[src/rtl/bcd_display_driver.sv]
// Binary-to-BCD converter (serial double dabble) driving DIGITS seven-segment
// displays. Ports: clk, rst_n, en, load, value -> busy, done, bcd, seg.
module bcd_display_driver #(
    parameter int WIDTH  = 7,
    parameter int DIGITS = 2,
    parameter int LZB    = 0
) (
    input  logic                  clk,
    input  logic                  rst_n,
    input  logic                  en,
    input  logic                  load,
    input  logic [WIDTH-1:0]      value,
    output logic                  busy,
    output logic                  done,
    output logic [4*DIGITS-1:0]   bcd,
    output logic [7*DIGITS-1:0]   seg
);

    function automatic int unsigned max_value(input int n);
        int unsigned p;
        p = 1;
        for (int i = 0; i < n; i++) p = p * 10;
        return p - 1;
    endfunction

    function automatic logic [6:0] enc(input logic [3:0] d);
        logic [6:0] r;
        case (d)
            4'd0:    r = 7'b0000001;
            4'd1:    r = 7'b1001111;
            4'd2:    r = 7'b0010010;
            4'd3:    r = 7'b0000110;
            4'd4:    r = 7'b1001100;
            4'd5:    r = 7'b0100100;
            4'd6:    r = 7'b0100000;
            4'd7:    r = 7'b0001111;
            4'd8:    r = 7'b0000000;
            4'd9:    r = 7'b0000100;
            default: r = 7'b1111111;
        endcase
        return r;
    endfunction

    localparam logic [1:0] IDLE   = 2'd0;
    localparam logic [1:0] CONV   = 2'd1;
    localparam logic [1:0] COMMIT = 2'd2;

    localparam int          CW   = $clog2(WIDTH + 1);
    localparam int unsigned MAXV = max_value(DIGITS);

    logic [1:0]          state_q, state_d;
    logic [WIDTH-1:0]    shift_q, shift_d;
    logic [4*DIGITS-1:0] scr_q, scr_d;
    logic [CW-1:0]       cnt_q, cnt_d;
    logic                sat_q, sat_d;
    logic [4*DIGITS-1:0] bcd_q, bcd_d;
    logic                done_q, done_d;
    logic [7*DIGITS-1:0] seg_q, seg_d;
    logic [4*DIGITS-1:0] adj;
    logic                lead;

    always_comb begin
        state_d = state_q;
        shift_d = shift_q;
        scr_d   = scr_q;
        cnt_d   = cnt_q;
        sat_d   = sat_q;
        bcd_d   = bcd_q;
        done_d  = 1'b0;
        adj     = scr_q;
        for (int k = 0; k < DIGITS; k++) begin
            if (scr_q[4*k +: 4] >= 4'd5)
                adj[4*k +: 4] = scr_q[4*k +: 4] + 4'd3;
        end
        case (state_q)
            IDLE: begin
                if (load) begin
                    shift_d = value;
                    scr_d   = '0;
                    cnt_d   = '0;
                    // Out-of-range inputs are flagged now and
                    // replaced by all nines at commit time.
                    sat_d   = 32'(value) > MAXV;
                    state_d = CONV;
                end
            end
            CONV: begin
                scr_d   = {adj[4*DIGITS-2:0], shift_q[WIDTH-1]};
                shift_d = {shift_q[WIDTH-2:0], 1'b0};
                cnt_d   = cnt_q + CW'(1);
                if (cnt_q == CW'(WIDTH - 1))
                    state_d = COMMIT;
            end
            COMMIT: begin
                bcd_d   = sat_q ? {DIGITS{4'h9}} : scr_q;
                done_d  = 1'b1;
                state_d = IDLE;
            end
            default: state_d = IDLE;
        endcase
    end

    // Blanking walks down from the top digit; the first nonzero
    // digit (or digit 0) ends the leading-zero run.
    always_comb begin
        seg_d = '1;
        lead  = (LZB != 0);
        if (en) begin
            for (int k = DIGITS - 1; k >= 0; k--) begin
                if (lead && k != 0 && bcd_q[4*k +: 4] == 4'd0) begin
                    seg_d[7*k +: 7] = 7'b1111111;
                end else begin
                    lead = 1'b0;
                    seg_d[7*k +: 7] = enc(bcd_q[4*k +: 4]);
                end
            end
        end
    end

    always_ff @(posedge clk or negedge rst_n) begin
        if (!rst_n) begin
            state_q <= IDLE;
            shift_q <= '0;
            scr_q   <= '0;
            cnt_q   <= '0;
            sat_q   <= 1'b0;
            bcd_q   <= '0;
            done_q  <= 1'b0;
            seg_q   <= '1;
        end else begin
            state_q <= state_d;
            shift_q <= shift_d;
            scr_q   <= scr_d;
            cnt_q   <= cnt_d;
            sat_q   <= sat_d;
            bcd_q   <= bcd_d;
            done_q  <= done_d;
            seg_q   <= seg_d;
        end
    end

    assign busy = (state_q != IDLE);
    assign done = done_q;
    assign bcd  = bcd_q;
    assign seg  = seg_q;

endmodule

[config.mk]
export PLATFORM = sky130hd
export DESIGN_NAME = bcd_display_driver
export DESIGN_NICKNAME = d
export VERILOG_FILES = /design/src/rtl/bcd_display_driver.sv
export SDC_FILE = /design/constraint.sdc
export NUM_CORES = 1
export LEC_CHECK = 0
export CORE_AREA = 2 2 69 71
export CTS_BUF_LIST = sky130_fd_sc_hd__clkbuf_16
export DETAILED_ROUTE_END_ITERATION = 12
export DIE_AREA = 0 0 71 73
export HOLD_SLACK_MARGIN = 0.03
export PLACE_DENSITY_LB_ADDON = 0.25
export SETUP_SLACK_MARGIN = 0.1
export SYNTH_ARGS = -nofsm -noshare
export SYNTH_HDL_FRONTEND = slang
export SYNTH_SLANG_ARGS = --single-unit
[constraint.sdc]
create_clock -name clk -period 3.14 [get_ports clk]
set_clock_uncertainty 0.2 [all_clocks]
set_input_delay 0.628 -clock clk [delete_from_list [all_inputs] [get_ports clk]]
set_output_delay 0.628 -clock clk [all_outputs]
set_load 0.05 [all_outputs]
==> metrics.log, run 1 <==
INFO  metric outcome = finished clean
INFO  metric grt_pass1_vias = 1,660
INFO  metric synth-adder-area-share = 8.57%
INFO  metric detail_route.wl_per_cell = 13.1 µm
INFO  metric timing.final.max_slew_violations = 0
INFO  metric cts.root.buffer_cell = sky130_fd_sc_hd__clkbuf_16
INFO  metric power.ir.vdd_worst = 0.404 mV
INFO  metric drt_drc_violations_left = 0
INFO  metric yosysSeqAreaShare = 47.9%
INFO  metric report.final.hold_viol_count = 0
INFO  metric synth_ff_type = sky130_fd_sc_hd__dfrtp_1
INFO  metric core = 4540 µm²
INFO  metric setup.worst_path.class = register to output pin
INFO  metric die_h = 73 µm
INFO  metric yosys_warnings = 0
INFO  metric globalplace.congestion = 0.774
INFO  metric cts_made_buffers = 5
INFO  metric grt_util_all_layers = 17.8%
INFO  metric area_growth = 21.4%
INFO  metric design.die.area = 5180 µm²
INFO  metric synthMostInstantiatedCell = sky130_fd_sc_hd__dfrtp_1
INFO  metric clkSinkCount = 44
INFO  metric post-cts-setup-buffer-count = 0
INFO  metric fin_tns_setup = 0 ps
INFO  metric die_x = 71 µm
INFO  metric clock_tree.buffer_depth = 2
INFO  metric max-cap-violations = 0
INFO  metric cp.arrival = 1670 ps
INFO  metric syn_area_per_cell = 9.94 µm²
INFO  metric synth_area_leaders = sky130_fd_sc_hd__dfrtp_1 (32%), sky130_fd_sc_hd__dfstp_2 (16%), sky130_fd_sc_hd__ha_1 (8.6%)
INFO  metric most_frequent_cells_after_synthesis = sky130_fd_sc_hd__dfrtp_1 (30), sky130_fd_sc_hd__o21ai_0 (23), sky130_fd_sc_hd__nand2_1 (20), sky130_fd_sc_hd__a21oi_1 (18), sky130_fd_sc_hd__inv_1 (18)
INFO  metric grt_pass1_wl = 7200 µm
INFO  metric num-nets-final = 294
INFO  metric yosys-mux-area-fraction = 0.482%
INFO  metric port_buffers = 34
INFO  metric timing.critical_path.fanout_max = 4
INFO  metric count_of_cell_types_in_the_netlist = 36
INFO  metric synthesis.instances = 235
INFO  metric grt_max_degree = 45
INFO  metric worst_skew_pair.late_latency = 280 ps
INFO  metric synth_seq_cells = 44
INFO  metric critical_path_rt = 2310 ps
INFO  metric postRouteAntennaNets = 0
INFO  metric dp_hpwl = 3020 µm
INFO  metric postCtsHoldBufs = 0
INFO  metric drtPass1Iterations = 4
INFO  metric route.final.wire_length = 4220 µm
INFO  metric holdCritPathClass = input pin to async pin
INFO  metric max_slew_margin = 38.2%
INFO  metric vias = 1,712
INFO  metric largest_family_of_logic_cells_by_synthesized_area = compound AO/OA/AOI/OAI gates
INFO  metric cts_tree = done
INFO  metric rows = 25
INFO  metric floorplan.io_pins = 35
INFO  metric timing.fmax = 0.401 GHz
INFO  metric static_leakage = 1.24 nW
INFO  metric synth_top_area_share = 32.1%
INFO  metric synth_edf_count = 0
INFO  metric final_min_period_over_clock_period = 79.5%
INFO  metric synthesis.nets = 262
INFO  metric syn-cell-area = 2340 µm²
INFO  metric worst_setup_hold_path_clk_slew = 60 ps
INFO  metric detailedRoute.firstIterationViolations = 129
INFO  metric power_density_of_the_placed_cells = 1110 nW/µm²
INFO  metric synth-compound-area-share = 21.0%
INFO  metric number_of_antenna_violations_at_the_first_check_in_global_routing = 0
INFO  metric setup_repair_after_global_routing_missed_its_margin = no
INFO  metric xor_xnor_portion_of_the_synthesized_cell_area = 0.375%
INFO  metric route.detailed.vias_per_inst = 5.32
INFO  metric max_slew.worst_pin.slew = 928 ps
INFO  metric crit_path_end_kind = output pin
INFO  metric initial_core_util = 51.5%
INFO  metric finalSetupViolations = 0
INFO  metric r2r_setup_slack = 1460 ps
INFO  metric post-layout-total-power = 3.15 mW
INFO  metric gr-total-overflow = 0
INFO  metric period_needed = 2500 ps
INFO  metric cts_max_level = 2
INFO  metric drive_gt1_share = 13.1%
INFO  metric cp-start-kind = register
INFO  metric nFillCells = 391
INFO  metric synthArstFlopShare = 100%
INFO  metric resize_count_post_cts = 0
INFO  metric insertedDiodeCount = 0
INFO  metric yosys.area.top_type = sky130_fd_sc_hd__dfrtp_1
INFO  metric synth_simple_gate_area_share = 15.0%
-- sequential cells by signal, summed over array words and instances, names as in the netlist --
| name | cells |
|---|---|
| seg | 14 |
| sat_q | 1 |
| state_q | 2 |
| scr_q | 8 |
| bcd | 8 |
| cnt_q | 3 |
| shift_q | 7 |
| done | 1 |
-- through the flow --
stage | hold WS [ps] | setup WS (ps) | instance area [µm²] | util [%] | std cells
floorplan | 132 | 1280 | 2340 | - | 235
global placement | 289 | 954 | 2670 | 58.9 | 314
finish | 288 | 643 | 2840 | 62.5 | 322
detailed placement | 311 | 938 | 2670 | 58.9 | 314
CTS | 317 | 633 | 2840 | 62.5 | 322
global route | 348 | 592 | 2840 | 62.5 | 322
-- worst max-delay path: stages, from the launching register on --
cell and delay, ps:
sky130_fd_sc_hd__dfrtp_1 400, sky130_fd_sc_hd__or2_2 290, sky130_fd_sc_hd__clkdlybuf4s50_1 700
-- cell families (layout without fill, tap and decap cells) --
group	after synthesis	in the layout
compound gates	76	76
simple gates	67	67
flops	44	44
buf+inv	30	63
fa+ha+maj	16	16
xor+xnor	1	1
mux	1	1
-- path summary, 6_finish.rpt --
check                            from    endpoint  cells past startpoint
max                        state_q[0]        busy                      2
max reg2reg                  scr_q[0]    scr_q[2]                      5
min reg2reg                state_q[0]  shift_q[4]                      1
max in group asynchronous       rst_n  shift_q[4]                      1
min                             rst_n      bcd[4]                      1
min in group clk           state_q[0]  shift_q[4]                      1
-- layer usage --
| layer | up-vias | GRT usage (%) | routed length, µm |
|---|---|---|---|
| li1 | 876 | - | - |
| met1 | 794 | 21.2 | 1900 |
| met2 | 35 | 29.7 | 2070 |
| met3 | 7 | 5.11 | 175 |
| met4 | 0 | 9.01 | 76 |
| met5 | - | 0 | 0 |
-- where the power goes --
part	switching, mW	internal, mW
registers	0.212	0.838
logic	0.936	0.597
clock network	0.200	0.370
-- cell usage in the layout (no fill, tap or decap), drive strengths merged, types with 5 or more instances in the layout --
master          n
nor2           12
clkbuf          5
nand2          20
ha             16
nor2b          14
o21ai          24
inv            19
dfstp          14
o31ai           8
dfrtp          30
clkdlybuf4s50  33
a22oi           6
a21oi          18
nand2b         11
-- final cells by class --
| type | instances | area (µm²) | area share, % |
|---|---|---|---|
| sequential | 44 | 1120 | 39.4 |
| clock buffer | 5 | 125 | 4.41 |
| timing repair buffer | 37 | 358 | 12.6 |
| multi-input combinational | 161 | 1060 | 37.4 |
| inverter | 18 | 67.6 | 2.38 |
| tap | 54 | 67.6 | 2.38 |
| clock inverter | 3 | 38.8 | 1.37 |
No activity file was read; power rests on OpenSTA's default activity.
==> inputs of run 2 (changes only) <==
--- a/config.mk
+++ b/config.mk
@@ -5,10 +5,10 @@
 export SDC_FILE = /design/constraint.sdc
 export NUM_CORES = 1
 export LEC_CHECK = 0
-export CORE_AREA = 2 2 69 71
+export CORE_AREA = 2 2 73 75
 export CTS_BUF_LIST = sky130_fd_sc_hd__clkbuf_16
 export DETAILED_ROUTE_END_ITERATION = 12
-export DIE_AREA = 0 0 71 73
+export DIE_AREA = 0 0 75 77
 export HOLD_SLACK_MARGIN = 0.03
 export PLACE_DENSITY_LB_ADDON = 0.25
 export SETUP_SLACK_MARGIN = 0.1
==> constraint.sdc (replaced) <==
create_clock -name clk -period 2.28 [get_ports clk]
set_clock_uncertainty 0.2 [all_clocks]
set_input_delay 0.456 -clock clk [delete_from_list [all_inputs] [get_ports clk]]
set_output_delay 0.456 -clock clk [all_outputs]
set_load 0.05 [all_outputs]
==> metrics.log, run 2 (synthesized netlist as in run 1, its figures left out) <==
INFO  metric vias = 1,793 (+4.7%)
INFO  metric grt_pass1_wl = 7490 µm (+4.0%)
INFO  metric dp_hpwl = 3180 µm (+5.5%)
INFO  metric initial_core_util = 46.9% (-4.6 points)
INFO  metric internal-power = 2.44 mW (+35%)
INFO  metric critical_path_buf_inv_count = 1 (unchanged)
INFO  metric globalplace.congestion = 0.793 (+2.4%)
INFO  metric launching_point_of_the_worst_reg2reg_path = state_q[0]
INFO  metric highest_count_cells_in_the_layout_ignoring_fill_and_taps = sky130_fd_sc_hd__dfrtp_1 (30), sky130_fd_sc_hd__buf_4 (26), sky130_fd_sc_hd__o21ai_0 (23)
INFO  metric worst_setup_hold_path_clk_slew = 60 ps (about the same)
INFO  metric hold_path_end = shift_q[0]
INFO  metric netSwitchingPower = 1.88 mW (+40%)
INFO  metric reg2reg_depth = 3 (-2)
INFO  metric worstReg2RegEnd = scr_q[2]
INFO  metric clock_power_share = 18.4% (+0.3 points)
INFO  metric timing.fmax = 0.485 GHz
INFO  metric worst_hold_path_cell_count = 2
INFO  metric route.final.wire_length = 4490 µm (+6.4%)
INFO  metric area_growth = 21.9%
INFO  metric critical_path_rt = 1620 ps (-690 ps)
INFO  metric cts_tree = done
INFO  metric outcome = finished clean
INFO  metric hold_path_startpoint = shift_q[0]
INFO  metric design.die.area = 5780 µm² (+11%)
INFO  metric setup_repair_after_global_routing_missed_its_margin = no
INFO  metric cp_cell_sequence = clkdlybuf4s50_1
INFO  metric drtPass1Iterations = 6 (+2)
INFO  metric holdWs = 308 ps (+19.4 ps)
INFO  metric gr-total-overflow = 0 (unchanged)
INFO  metric max-cap-violations = 0 (unchanged)
INFO  metric share_comb_of_total_power = 47.4% (-1.2 points)
INFO  metric grt_max_degree = 22 (-51%)
INFO  metric setup.worst_path.class = register to output pin
INFO  metric num-nets-final = 298 (+1.4%)
INFO  metric clock_tree.buffer_depth = 2 (unchanged)
INFO  metric grt_util_all_layers = 16.6% (-1.3 points)
INFO  metric layout_commonest_cell = sky130_fd_sc_hd__dfrtp_1
INFO  metric report.final.hold_viol_count = 0 (unchanged)
INFO  metric die_x = 75 µm (+5.6%)
INFO  metric nFillCells = 454 (+16%)
INFO  metric postRouteAntennaNets = 0 (unchanged)
INFO  metric seqCellArea = 1120 µm² (unchanged)
INFO  metric largest_reg_flops = 14 (unchanged)
INFO  metric cts.root.buffer_cell = sky130_fd_sc_hd__clkbuf_16
INFO  metric floorplan.io_pins = 35 (unchanged)
INFO  metric max_slew.worst_pin.slew = 964 ps (+36.2 ps)
INFO  metric rows = 26 (+4.0%)
INFO  metric seqPwrFrac = 34.2% (+0.9 points)
INFO  metric clkSinkCount = 44 (unchanged)
INFO  metric crit_path_end_kind = output pin
INFO  metric cts_made_buffers = 5 (unchanged)
INFO  metric die_h = 77 µm (+5.5%)
INFO  metric detailedRoute.firstIterationViolations = 85 (-34%)
INFO  metric multiInputGateArea = 1060 µm² (unchanged)
INFO  metric cp.arrival = 1410 ps (-260 ps)
INFO  metric core = 4980 µm² (+9.7%)
INFO  metric cp_slowest_cell = sky130_fd_sc_hd__clkdlybuf4s50_1
INFO  metric finalSetupViolations = 0 (unchanged)
INFO  metric crit_path_max_incr_delay = 800 ps (+100 ps)
INFO  metric static_leakage = 1.28 nW (+3.7%)
INFO  metric timing.critical_path.fanout_max = 1 (-3)
INFO  metric timing.final.max_slew_violations = 0 (unchanged)
INFO  metric final_min_period_over_clock_period = 90.5%
INFO  metric period_needed = 2060 ps
INFO  metric cp-start-kind = register
INFO  metric r2r_setup_slack = 380 ps (-1080 ps)
INFO  metric max_slew_margin = 35.6% (-2.5 points)
INFO  metric post-cts-setup-buffer-count = 0 (unchanged)
INFO  metric drt_drc_violations_left = 0 (unchanged)
INFO  metric worst_skew_pair.late_latency = 280 ps (about the same)
INFO  metric cts_max_level = 2 (unchanged)
INFO  metric port_buffers = 34 (unchanged)
INFO  metric power_density_of_the_placed_cells = 1520 nW/µm² (+37%)
INFO  metric switching_share = 43.6% (+0.81 points)
INFO  metric detail_route.wl_per_cell = 13.1 µm (+0.20%)
INFO  metric power.ir.vdd_worst = 0.726 mV (+80%)
INFO  metric route.detailed.vias_per_inst = 5.24 (-1.4%)
INFO  metric holdCritPathClass = register to register
INFO  metric insertedDiodeCount = 0 (unchanged)
INFO  metric grt_pass1_vias = 1,667 (+0.42%)
INFO  metric fin_tns_setup = 0 ps (unchanged)
INFO  metric drive_gt1_share = 21.7% (+8.6 points)
INFO  metric crit_family = buffers and inverters
INFO  metric number_of_antenna_violations_at_the_first_check_in_global_routing = 0 (unchanged)
==> run 2: tightest hold or removal path: cells and delay by family, from the launching register on <==
kind	cells	cell delay [ps]
flip-flops	1	360
AO/OA/AOI/OAI	1	60
AND/OR/NAND/NOR	1	50
==> run 2: cell type report <==
type,count,share of cell area [%]
flip-flops and latches,44,39.3
multi-input cells,161,37.3
repair buffers,41,12.2
clock buffers,5,4.40
well taps,70,3.08
inverters,18,2.37
clock inverters,3,1.36
==> run 2: worst max path at each step <==
stage / end / slack [ps] / startpoint / cells past startpoint
floorplan: seg[3] / 420 / bcd[1] / 5
global placement: scr_q[3] / 120 / load / 3
detailed placement: scr_q[2] / 80 / load / 4
CTS: done / 200 / done / 1
global route: scr_q[2] / 160 / state_q[0] / 3
finish: done / 220 / done / 1
==> run 2: power by group through the flow <==
stage	combinational (mW)	clock, mW	sequential [mW]
after detailed placement	2.06	0	1.49
after global routing	2.27	0.842	1.54
final	2.05	0.796	1.48
after global placement	2.02	0	1.48
after CTS	2.06	0.817	1.48
after floorplan	1.12	0	1.90
==> run 2: what timing repair did <==
action	in CTS	in global routing
resized for setup	2	0
hold buffers	1	0
setup endpoints to repair	2	0
endpoints found under the hold margin	18	0
==> run 2: layer usage <==
| metal | up-vias | global-route usage (%) | routed length (µm) |
|---|---|---|---|
| met5 | - | 0 | 0 |
| met4 | 0 | 5.36 | 63 |
| met3 | 6 | 4.07 | 196 |
| met2 | 34 | 28.2 | 2240 |
| met1 | 871 | 20.1 | 2000 |
| li1 | 882 | - | - |
==> run 2: through the flow <==
stage | instances | cell area [µm²] | total power, mW | util (%) | worst slack (ps)
5_1_grt | 342 | 2850 | 4.65 | 57.2 | 165
3_5_place_dp | 333 | 2680 | 3.56 | 53.7 | 79.6
6_report | 342 | 2850 | 4.33 | 57.2 | 217
3_3_place_gp | 333 | 2680 | 3.50 | 53.7 | 120
4_1_cts | 342 | 2850 | 4.36 | 57.2 | 199
2_1_floorplan | 235 | 2340 | 3.03 | - | 417
==> inputs of run 3 (changes only) <==
==> constraint.sdc (replaced) <==
create_clock -name clk -period 1.8 [get_ports clk]
set_clock_uncertainty 0.2 [all_clocks]
set_input_delay 0.36 -clock clk [delete_from_list [all_inputs] [get_ports clk]]
set_output_delay 0.36 -clock clk [all_outputs]
set_load 0.05 [all_outputs]
==> metrics.log, run 3 (synthesized netlist as in run 1, its figures left out) <==
INFO  metric outcome = finished clean
INFO  metric detail_route.wl_per_cell = 13.2 µm (+0.22%)
INFO  metric cp_slowest_cell = sky130_fd_sc_hd__dfrtp_1
INFO  metric clkSinkCount = 44 (unchanged)
INFO  metric crit_path_max_incr_delay = 400 ps (-400 ps)
INFO  metric period_needed = 1650 ps
INFO  metric route.final.wire_length = 4590 µm (+2.3%)
INFO  metric cp_cell_sequence = or2_4 -> buf_12
INFO  metric power.ir.vdd_worst = 0.892 mV (+23%)
INFO  metric met2_wire_length = 2350 µm (+4.9%)
INFO  metric reg2reg_depth = 5 (+2)
INFO  metric met3_length = 156 µm (-20%)
INFO  metric worst-path-stages = 2 (+1)
INFO  metric die_x = 75 µm (unchanged)
INFO  metric highest_count_cells_in_the_layout_ignoring_fill_and_taps = sky130_fd_sc_hd__dfrtp_1 (27), sky130_fd_sc_hd__buf_12 (24), sky130_fd_sc_hd__o21ai_0 (23)
INFO  metric worstReg2RegEnd = scr_q[2]
INFO  metric finalSetupViolations = 0 (unchanged)
INFO  metric final_cells = 349 (+2.0%)
INFO  metric max_slew.worst_pin.slew = 527 ps (-437 ps)
INFO  metric area_growth = 37.0%
INFO  metric hold_path_startpoint = shift_q[0]
INFO  metric worst_setup_hold_path_clk_slew = 60 ps (about the same)
INFO  metric cts.root.buffer_cell = sky130_fd_sc_hd__clkbuf_16
INFO  metric holdWs = 318 ps (+10.4 ps)
INFO  metric clock_tree.buffer_depth = 2 (unchanged)
INFO  metric cp-start-kind = register
INFO  metric timing.fmax = 0.605 GHz
INFO  metric grt_pass1_vias = 1,776 (+6.5%)
INFO  metric grt_max_degree = 29 (+32%)
INFO  metric crit_path_end_kind = output pin
INFO  metric cts_made_buffers = 5 (unchanged)
INFO  metric vias = 1,772 (-1.2%)
INFO  metric die_h = 77 µm (unchanged)
INFO  metric port_buffers = 34 (unchanged)
INFO  metric number_of_antenna_violations_at_the_first_check_in_global_routing = 0 (unchanged)
INFO  metric static_leakage = 1.42 nW (+11%)
INFO  metric setup.worst_path.class = register to output pin
INFO  metric timing.final.max_slew_violations = 0 (unchanged)
INFO  metric setup_repair_after_global_routing_missed_its_margin = no
INFO  metric num-nets-final = 305 (+2.3%)
INFO  metric floorplan.io_pins = 35 (unchanged)
INFO  metric highest-signal-layer = met4
INFO  metric routedLengthMet1 = 2050 µm (+2.8%)
INFO  metric power_density_of_the_placed_cells = 1940 nW/µm² (+28%)
INFO  metric final_min_period_over_clock_period = 91.8%
INFO  metric drtPass1Iterations = 4 (-2)
INFO  metric postRouteAntennaNets = 0 (unchanged)
INFO  metric dp_hpwl = 3340 µm (+5.1%)
INFO  metric fin_tns_setup = 0 ps (unchanged)
INFO  metric grt_pass1_wl = 7900 µm (+5.5%)
INFO  metric core = 4980 µm² (unchanged)
INFO  metric design.die.area = 5780 µm² (unchanged)
INFO  metric critical_path_buf_inv_count = 1 (unchanged)
INFO  metric hold_path_end = shift_q[0]
INFO  metric drt_drc_violations_left = 0 (unchanged)
INFO  metric max_slew_margin = 64.9% (+29 points)
INFO  metric max-cap-violations = 0 (unchanged)
INFO  metric layout_commonest_cell = sky130_fd_sc_hd__dfrtp_1
INFO  metric cp.arrival = 1090 ps (-320 ps)
INFO  metric globalplace.congestion = 0.753 (-5.1%)
INFO  metric drive_gt1_share = 26.5% (+4.8 points)
INFO  metric place.detailed.instances = 337 (+1.2%)
INFO  metric final_design_area_no_fill = 3200 µm² (+12%)
INFO  metric cts_tree = done
INFO  metric route.detailed.vias_per_inst = 5.08 (-3.2%)
INFO  metric report.final.hold_viol_count = 0 (unchanged)
INFO  metric timing.critical_path.fanout_max = 3 (+2)
INFO  metric worst_skew_pair.late_latency = 280 ps (about the same)
INFO  metric initial_core_util = 46.9% (unchanged)
INFO  metric largest_reg_flops = 14 (unchanged)
INFO  metric crit_family = flip-flops
INFO  metric detailedRoute.firstIterationViolations = 57 (-33%)
INFO  metric rows = 26 (unchanged)
INFO  metric critical_path_rt = 1240 ps (-380 ps)
INFO  metric r2r_setup_slack = 230 ps (-150 ps)
INFO  metric insertedDiodeCount = 0 (unchanged)
INFO  metric worst_hold_path_cell_count = 2 (unchanged)
INFO  metric gr-total-overflow = 0 (unchanged)
INFO  metric holdCritPathClass = register to register
INFO  metric cts_max_level = 2 (unchanged)
INFO  metric placement.cell_area = 2990 µm² (+12%)
INFO  metric grt_util_all_layers = 17.4% (+0.86 points)
INFO  metric launching_point_of_the_worst_reg2reg_path = scr_q[1]
==> run 3: changes by cell type in the layout (fill, tap and decap cells not counted), moves of 2 or more <==
cell,before,now
sky130_fd_sc_hd__buf_12,1,24
sky130_fd_sc_hd__dfrtp_1,30,27
sky130_fd_sc_hd__dlygate4sd2_1,2,0
sky130_fd_sc_hd__buf_4,26,13
sky130_fd_sc_hd__dfrtp_2,0,3
==> run 3: worst max path at each step <==
stage | startpoint | endpoint | slack, ps
6_report | state_q[0] | busy | 150
3_5_place_dp | load | scr_q[2] | -280
5_1_grt | state_q[0] | busy | 110
4_1_cts | load | scr_q[3] | 40
3_3_place_gp | load | scr_q[3] | -200
2_1_floorplan | bcd[0] | seg[3] | 130
==> run 3: cell type report <==
cell class | count | area [µm²]
clock buffer | 5 | 125
clock inverter | 3 | 46.3
fill | 413 | 1780
inverter | 18 | 67.6
multi-input combinational | 161 | 1070
sequential | 44 | 1120
tap | 70 | 87.6
timing repair buffer | 48 | 683
==> run 3: through the flow <==
step	setup WS, ps	util, %	power, mW
after floorplan	133	-	3.83
after global placement	-201	60.0	5.05
after detailed placement	-278	60.0	5.16
after CTS	43.2	64.0	6.25
after global routing	110	64.3	6.63
final	148	64.3	6.20
==> run 3: power by group <==
| part | internal [mW] | total, mW | switching (mW) |
|---|---|---|---|
| Sequential | 1.47 | 1.90 | 0.432 |
| Clock | 0.659 | 1.04 | 0.378 |
| Combinational | 1.55 | 3.26 | 1.72 |
| Total | 3.68 | 6.20 | 2.53 |
==> run 3: what timing repair did <==
action	4_1_cts	5_1_grt
setup endpoints to repair	10	13
pin swaps	0	0
setup buffers	2	1
hold buffers	1	0
resized for setup	1	2
hold endpoints to repair	15	0
==> run 3: worst min-delay path, cell delays in order (launching register included) <==
cell and delay, ps:
sky130_fd_sc_hd__dfrtp_1 370, sky130_fd_sc_hd__nand2_1 50, sky130_fd_sc_hd__o21ai_0 60
==> run 3: routing by layer <==
metal / GRT usage (%) / vias up
met5: 0 / -
met4: 4.46 / 0
met3: 4.20 / 4
met2: 30.9 / 32
met1: 20.6 / 839
li1: - / 897
